**src/rtl/hazard_ctrl.sv**
```systemverilog
// Pipeline interlock controller: load-use stalls, taken-branch squashes, mul/div occupancy and halt.
// Optional HAZARD_PERF_CNT_EN adds saturating stall/flush performance counters.
module hazard_ctrl #(
  parameter int unsigned MULDIV_CYCLES = 4
) (
  input  logic        clk,
  input  logic        rst_n,
  input  logic        is_Ld_ALU,
  input  logic        isWb_ALU,
  input  logic [4:0]  rd_ALU,
  input  logic [4:0]  RP1_OF,
  input  logic        rp1_valid_OF,
  input  logic [4:0]  RP2_OF,
  input  logic        rp2_valid_OF,
  input  logic        branch_taken_ALU,
  input  logic        is_MulDiv_ALU,
  input  logic        is_Hlt_ALU,
  output logic        stall_PC,
  output logic        stall_IFOF,
  output logic        stall_OFALU,
  output logic        bubble_OFALU,
  output logic        flush_IFOF,
  output logic        bubble_ALUMA,
  output logic        halted,
  output logic [1:0]  state,
  output logic [15:0] stall_cycles,
  output logic [15:0] flush_count
);

  localparam int unsigned CNT_W    = 4;
  localparam int unsigned PERF_W   = 16;
  localparam logic [CNT_W-1:0] CNT_LOAD = CNT_W'(MULDIV_CYCLES - 2);

  typedef enum logic [1:0] {
    RUN  = 2'd0,
    BUSY = 2'd1,
    HALT = 2'd2
  } state_e;

  state_e           state_q, state_d;
  logic [CNT_W-1:0] cnt_q, cnt_d;

  logic lu_c;
  logic stall_pc_c, stall_ifof_c, stall_ofalu_c, bubble_ofalu_c;
  logic flush_ifof_c, bubble_aluma_c, halted_c;

  assign lu_c = is_Ld_ALU & isWb_ALU &
                ((rp1_valid_OF & (RP1_OF == rd_ALU)) |
                 (rp2_valid_OF & (RP2_OF == rd_ALU)));

  always_ff @(posedge clk or negedge rst_n) begin
    if (!rst_n) begin
      state_q <= RUN;
      cnt_q   <= '0;
    end else begin
      state_q <= state_d;
      cnt_q   <= cnt_d;
    end
  end

  // Next-state and control decode; RUN events are strictly prioritised.
  always_comb begin
    state_d        = state_q;
    cnt_d          = cnt_q;
    stall_pc_c     = 1'b0;
    stall_ifof_c   = 1'b0;
    stall_ofalu_c  = 1'b0;
    bubble_ofalu_c = 1'b0;
    flush_ifof_c   = 1'b0;
    bubble_aluma_c = 1'b0;
    halted_c       = 1'b0;
    unique case (state_q)
      RUN: begin
        if (is_Hlt_ALU) begin
          stall_pc_c     = 1'b1;
          stall_ifof_c   = 1'b1;
          stall_ofalu_c  = 1'b1;
          bubble_aluma_c = 1'b1;
          state_d        = HALT;
        end else if (branch_taken_ALU) begin
          flush_ifof_c   = 1'b1;
          bubble_ofalu_c = 1'b1;
        end else if (is_MulDiv_ALU) begin
          stall_pc_c     = 1'b1;
          stall_ifof_c   = 1'b1;
          stall_ofalu_c  = 1'b1;
          bubble_aluma_c = 1'b1;
          cnt_d          = CNT_LOAD;
          state_d        = BUSY;
        end else if (lu_c) begin
          stall_pc_c     = 1'b1;
          stall_ifof_c   = 1'b1;
          bubble_ofalu_c = 1'b1;
        end
      end
      BUSY: begin
        if (cnt_q != '0) begin
          stall_pc_c     = 1'b1;
          stall_ifof_c   = 1'b1;
          stall_ofalu_c  = 1'b1;
          bubble_aluma_c = 1'b1;
          cnt_d          = cnt_q - CNT_W'(1);
        end else begin
          state_d = RUN;
        end
      end
      HALT: begin
        stall_pc_c     = 1'b1;
        stall_ifof_c   = 1'b1;
        stall_ofalu_c  = 1'b1;
        bubble_aluma_c = 1'b1;
        halted_c       = 1'b1;
      end
      default: state_d = RUN;
    endcase
  end

  // Controls are forced low while reset is held, independent of inputs.
  assign stall_PC     = rst_n & stall_pc_c;
  assign stall_IFOF   = rst_n & stall_ifof_c;
  assign stall_OFALU  = rst_n & stall_ofalu_c;
  assign bubble_OFALU = rst_n & bubble_ofalu_c;
  assign flush_IFOF   = rst_n & flush_ifof_c;
  assign bubble_ALUMA = rst_n & bubble_aluma_c;
  assign halted       = rst_n & halted_c;
  assign state        = state_q;

`ifdef HAZARD_PERF_CNT_EN
  logic [PERF_W-1:0] stall_cycles_q, flush_count_q;

  always_ff @(posedge clk or negedge rst_n) begin
    if (!rst_n) begin
      stall_cycles_q <= '0;
      flush_count_q  <= '0;
    end else begin
      if (stall_PC && (stall_cycles_q != '1))
        stall_cycles_q <= stall_cycles_q + PERF_W'(1);
      if (flush_IFOF && (flush_count_q != '1))
        flush_count_q <= flush_count_q + PERF_W'(1);
    end
  end

  assign stall_cycles = stall_cycles_q;
  assign flush_count  = flush_count_q;
`else
  assign stall_cycles = '0;
  assign flush_count  = '0;
`endif

endmodule

```
**config.mk**
```make
export PLATFORM = sky130hd
export DESIGN_NAME = hazard_ctrl
export DESIGN_NICKNAME = d
export VERILOG_FILES = /design/src/rtl/hazard_ctrl.sv
export SDC_FILE = /design/constraint.sdc
export NUM_CORES = 1
export LEC_CHECK = 0
export ABC_CLOCK_PERIOD_IN_PS = 1400
export CAP_MARGIN = 0
export CORE_MARGIN = 8
export CORE_UTILIZATION = 30
export CTS_BUF_LIST = sky130_fd_sc_hd__clkbuf_8
export DETAILED_ROUTE_END_ITERATION = 10
export PLACE_DENSITY = 0.79
export SLEW_MARGIN = 20
export SYNTH_ARGS = -nofsm -noshare
export SYNTH_HDL_FRONTEND = slang
export SYNTH_SLANG_ARGS = --single-unit
```
**constraint.sdc**
```tcl
create_clock -name clk -period 1.4 [get_ports clk]
set_input_delay 0.28 -clock clk [delete_from_list [all_inputs] [get_ports clk]]
set_output_delay 0.28 -clock clk [all_outputs]
set_load 0.01 [all_outputs]
```
Word-level counts from Yosys, hierarchy flattened:

Index checks and enable logic that the tools add are counted.

* add/subtract/negate cells: 1
* $mul: 0
* div/mod/pow operators: 0
* order comparisons: 0
* equal/unequal tests: 11
* shift operators: 0
* muxes and demuxes: 28
* bitwise gates (word level): 11
* reductions and logical operators: 5

Operator list (count)
* $mux W1: 16
* $mux W4: 4
* $eq A5 B5 Y1: 2
* $ne A2 B2 Y1 const B: 5
* $and A1 B1 Y1: 9
* $mux W2: 4
* $pmux W4 S2: 1
* $ne A3 B3 Y1 const B: 2
* $pmux W1 S3: 2
* $pmux W2 S3: 1
* $reduce_and A5 Y1: 1
* $reduce_and A4 Y1: 1
* $reduce_bool A4 Y1: 1
* $sub A4 B1 Y4 const B: 1
* $eq A2 B1 Y1 const B: 1
* $eq A2 B2 Y1 const B: 1
* $logic_not A2 Y1: 1
* $reduce_bool A2 Y1: 1
* $not A1 Y1: 1
* $or A1 B1 Y1: 1

* register bits after elaboration: 6
* bits in latches: 0
* RAM bits: 0
* ROM bits: 0
* input port bits: 24
* logic and storage cells: 58
* memories kept: 0

Depth between registers and ports, before layout:

* depth after elaboration: 10
* depth in mapped cells: 6
* depth with buffers taken out: 5

Worst setup path before layout:

No wires, ideal clock.

* path kind: register -> output
* from: register state_q[0], in the netlist state[0]
* to: output stall_PC
* arrival: 1.336 ns
* required time: 1.120 ns
* path slack: -0.216 ns
* cell stages (with the launch flop): 6
* path buffers: 1
* cells stage by stage: dfrtp_1 > nor2b_4 > a21boi_4 > o21ai_0 > o211ai_1 > buf_4

* word-level cells in the longest chain between the ends: 3
* elaborated cells on any way between the ends: 5
* classes of those cells: eq/ne (2); mux (1); bitwise (1); reduce/logical (1)

RTL lines
* from (decl): line 40 `state_e state_q, state_d;`
* from (signal assigned): line 56 `state_q <= state_d;`
* $eq A2 B2 Y1, or another cell as far along
* $pmux W1 S3 (*)
* $and A1 B1 Y1 (*)
* to (decl): line 18 `output logic stall_PC,`

Mark *: on every way between the ends. The rest lies on a longest branch, timed or not.

Worst setup path in the final report:

* from: register state_q[0], in the netlist state[0]
* to: output stall_OFALU

* word-level cells in the longest chain between the ends: 3
* elaborated cells on any way between the ends: 5
* classes of those cells: eq/ne (2); mux (1); bitwise (1); reduce/logical (1)

RTL lines
* $eq A2 B2 Y1, or another cell as far along: line 72 `unique case (state_q)`
* $pmux W1 S3 (*): line 72
* $and A1 B1 Y1 (*): line 121 `assign stall_OFALU = rst_n & stall_ofalu_c;`
* to (decl): line 20 `output logic stall_OFALU,`

Marks and branches as above.

==> impl_metrics.csv <==
group,metric,value,unit
synth,synthTopCellsByCount,"34 x buf_4, 10 x xor2_1, 7 x nor2_1",
final_layout,final_cells,183,
synth,ys_seq_area_share,19.3,%
synth,yosysUniqueCellTypes,26,
synth,synth_area,777,um2
placed_design,dp.cells,175,
floorplan,rows,18,
final_layout,diodes,0,
pwr,ir_drop,0.870,mV
pwr,power_density,563,nW/um2
clock_tree,htreeDepth,1,
synth,yosys.area_share.xor_xnor,12.4,%
synth,synth_compound_area_share,9.02,%
status,status,"finished, violations left",
final_layout,area_delta_synth_final,67.3,%
floorplan,dieArea,4470,um2
critical_path,path_depth,7,
clock_tree,hold_buffers,0,
placed_design,placed_cell_area,1170,um2
timing,period_share,124,%
synth,synth_edf_count,0,
timing,fmax,0.575,GHz
drt,vias,736,
timing,finalWorstSetupSlack,-0.339,ns
timing,hold_slack,0.218,ns
critical_path,crit_family,"buffers and inverters",
critical_path,critPathMaxStageDelay,0.42,ns
global_routing,grt_use_met3,3.19,%
critical_path,crit_buf_inv,4,
synth,synth_top_family_by_area,"buffers and inverters",
clock_tree,cts.sinks,6,
worst_hold_path,hold_path.class,"input pin to asynchronous set/reset pin",
drt,drc_errors,0,
synth,synth.most_common_cell,"buf_4",
placed_design,place.detailed.hpwl,1.95,mm
floorplan,core_area,2480,um2
critical_path,critPathKind,"flip-flop to output port",
floorplan,io_pins,65,
critical_path,critical_path_peak_fanout,5,
pwr,comb_power_share,36.7,%
clock_tree,clkLatencyLatePin,0.22,ns
final_layout,final_cell_area,1300,um2
global_routing,met2_usage,19.8,%
drt,first_pass_iters,2,
drt,drtIter0Drc,11,
drt,routed_wl,2.28,mm
critical_path,end_kind,"output port",
timing,final.setup_skew,0.00819,ns
pwr,p_int,511,uW
pwr,swShare,30.2,%
placed_design,numPortBuffers,32,
timing,drv_slew,0,
global_routing,grt_pass1_wl,3.54,mm
timing,setup_viol,9,
pwr,pwr-share-seq,28.1,%
synth,synthCells,95,
global_routing,busiest_layer,"met2",
synth,ys_warn_count,0,
final_layout,fin_nets,180,
synth,synth_mux_area_share,1.93,%
global_routing,grt_max_degree,9,
pwr,leakage,0.000647,uW
placed_design,routabilityCongestion,0.782,
floorplan,die_h,66.9,um
drt,wl_per_cell,12.5,um
pwr,pwr-share-clk,35.2,%
run,max_cap_viol_count,0,
synth,synth_top_flop_cell,"dfrtp_1",
clock_tree,cts_tree,"built",
critical_path,cp_data_required_time,1.12,ns
floorplan,initial_utilization,31.4,%
global_routing,grt_antenna_before_repair,0,
synth,synth_area_per_cell,8.18,um2
floorplan,die_width,66.9,um
timing,finalCriticalPeriod,1.74,ns
clock_tree,clk_pin_slew,0.04,ns
critical_path,crit_slowest_cell,"dfrtp_2",
critical_path,path_cells,"buf_6, nor2b_4, a21boi_4, o21ai_2, buf_4, inv_4, buf_6",
clock_tree,clock_path_buffers,2,
synth,netlist.area_leader.share,32.9,%
global_routing,grt_usage,9.83,%
global_routing,grt_pass1_vias,850,
synth,synthSimpleGateAreaFrac,20.5,%
status,failed_checks,"negative setup slack",
critical_path,cp.arrival,1.46,ns
drt,viasPerCell,4.02,
drt,ant_nets,0,
clock_tree,root_buffer,"clkbuf_8",
synth,synth_top_area_cell,"buf_4",
synth,synth_area_leaders,"buf_4 33%, dfrtp_1 19%, xor2_1 11%",
final_layout,drive_above_1_share,41.8,%
global_routing,met1_usage,9.39,%
clock_tree,cts_inserted_buffers,3,
final_layout,n_fill_cell,248,
synth,synth_fa_ha_area_share,1.61,%
critical_path,cp_common_cell,"buf_6",
synth,ys_ff_latch,6,
synth,synth_async_sr_flop_share,100,%
critical_path,r2r_cells,6,
timing,hold_violations,0,
pwr,p_sw,221,uW
critical_path,crit_path_start_kind,"flip-flop",
global_routing,grt_overflow_total,0,
timing,rsz0062_at_grt,"true",
-- flip-flops by register name (all words and copies together), names as in the netlist --
register,count
cnt_q,4
state,2
-- through the flow --
step	utilization, %	power (uW)	setup slack (ns)	TNS [ns]
3_5_place_dp	47.4	472	-1.05	-7.09
2_1_floorplan	-	397	-0.136	-0.223
5_1_grt	52.5	782	-0.424	-2.73
4_1_cts	49.6	723	-0.375	-2.16
3_3_place_gp	47.4	461	-0.971	-6.85
6_report	52.5	731	-0.339	-2.13
-- kinds of logic (layout without fill, tap and decap cells) --
kind of cell | Yosys count | in the layout
mux | 1 | 1
simple gates | 28 | 28
fa+ha+maj | 1 | 1
xor+xnor | 11 | 11
buf+inv | 38 | 65
flops | 6 | 6
other cells | 1 | 32
compound gates | 9 | 9
-- layout make-up --
| cell class | count | area (um2) | area share (%) |
|---|---|---|---|
| Timing Repair Buffer | 58 | 489 | 37.6 |
| Tap cell | 30 | 37.5 | 2.89 |
| Sequential cell | 6 | 153 | 11.7 |
| Inverter | 4 | 17.5 | 1.35 |
| Clock buffer | 3 | 41.3 | 3.18 |
| Multi-Input combinational cell | 82 | 562 | 43.2 |
-- power by group through the flow --
| stage | logic [uW] | registers [uW] | clock network (uW) |
|---|---|---|---|
| after global routing | 297 | 207 | 278 |
| after floorplan | 190 | 206 | 0 |
| after CTS | 253 | 206 | 264 |
| after global placement | 256 | 205 | 0 |
| final | 269 | 205 | 257 |
| after detailed placement | 264 | 208 | 0 |
-- metal layers --
| layer | up-vias | share of wire (%) | wire (um) |
|---|---|---|---|
| met5 | - | 0 | 0 |
| li1 | 361 | - | - |
| met2 | 33 | 55 | 1250 |
| met1 | 340 | 34 | 784 |
| met4 | 0 | 0.92 | 21 |
| met3 | 2 | 10 | 230 |
-- final timing paths --
path / startpoint / slack [ns] / to
max in group asynchronous: rst_n / 1.02 / state[0]
worst min register to register: cnt_q[3] / 0.58 / cnt_q[3]
worst max register to register: state[0] / -0.21 / cnt_q[1]
worst max-delay path: state[0] / -0.34 / stall_OFALU
min in group clk: cnt_q[3] / 0.58 / cnt_q[3]
worst min-delay path: rst_n / 0.22 / state[1]
-- worst reg2reg max path: stages, from the launching register on --
cell,delay (ns)
dfrtp_2,0.42
buf_6,0.14
nor2b_4,0.12
a21boi_4,0.13
buf_4,0.15
or2_4,0.25
mux2_4,0.29
-- repair_timing --
item | in CTS | in global routing
setup endpoints to repair | 12 | 11
buffers inserted | 2 | 5
gates resized for setup | 69 | 22
pin swaps | 14 | 14
-- layout by cell type, fill, tap and decap left out, drive strengths merged, types with 2 or more instances in the layout --
| cell type | instances |
|---|---|
| buf | 35 |
| conb | 32 |
| xor2 | 10 |
| dlygate4sd2 | 7 |
| nor2 | 7 |
| clkdlybuf4s50 | 6 |
| dfrtp | 6 |
| clkbuf | 6 |
| clkdlybuf4s15 | 5 |
| inv | 4 |
| nand2 | 4 |
| nand3b | 3 |
| nand3 | 3 |
| o21ai | 3 |
| nor4 | 3 |
| a21oi | 2 |
| dlymetal6s2s | 2 |
| nand2b | 2 |
Power figures use the tool's default switching activity.
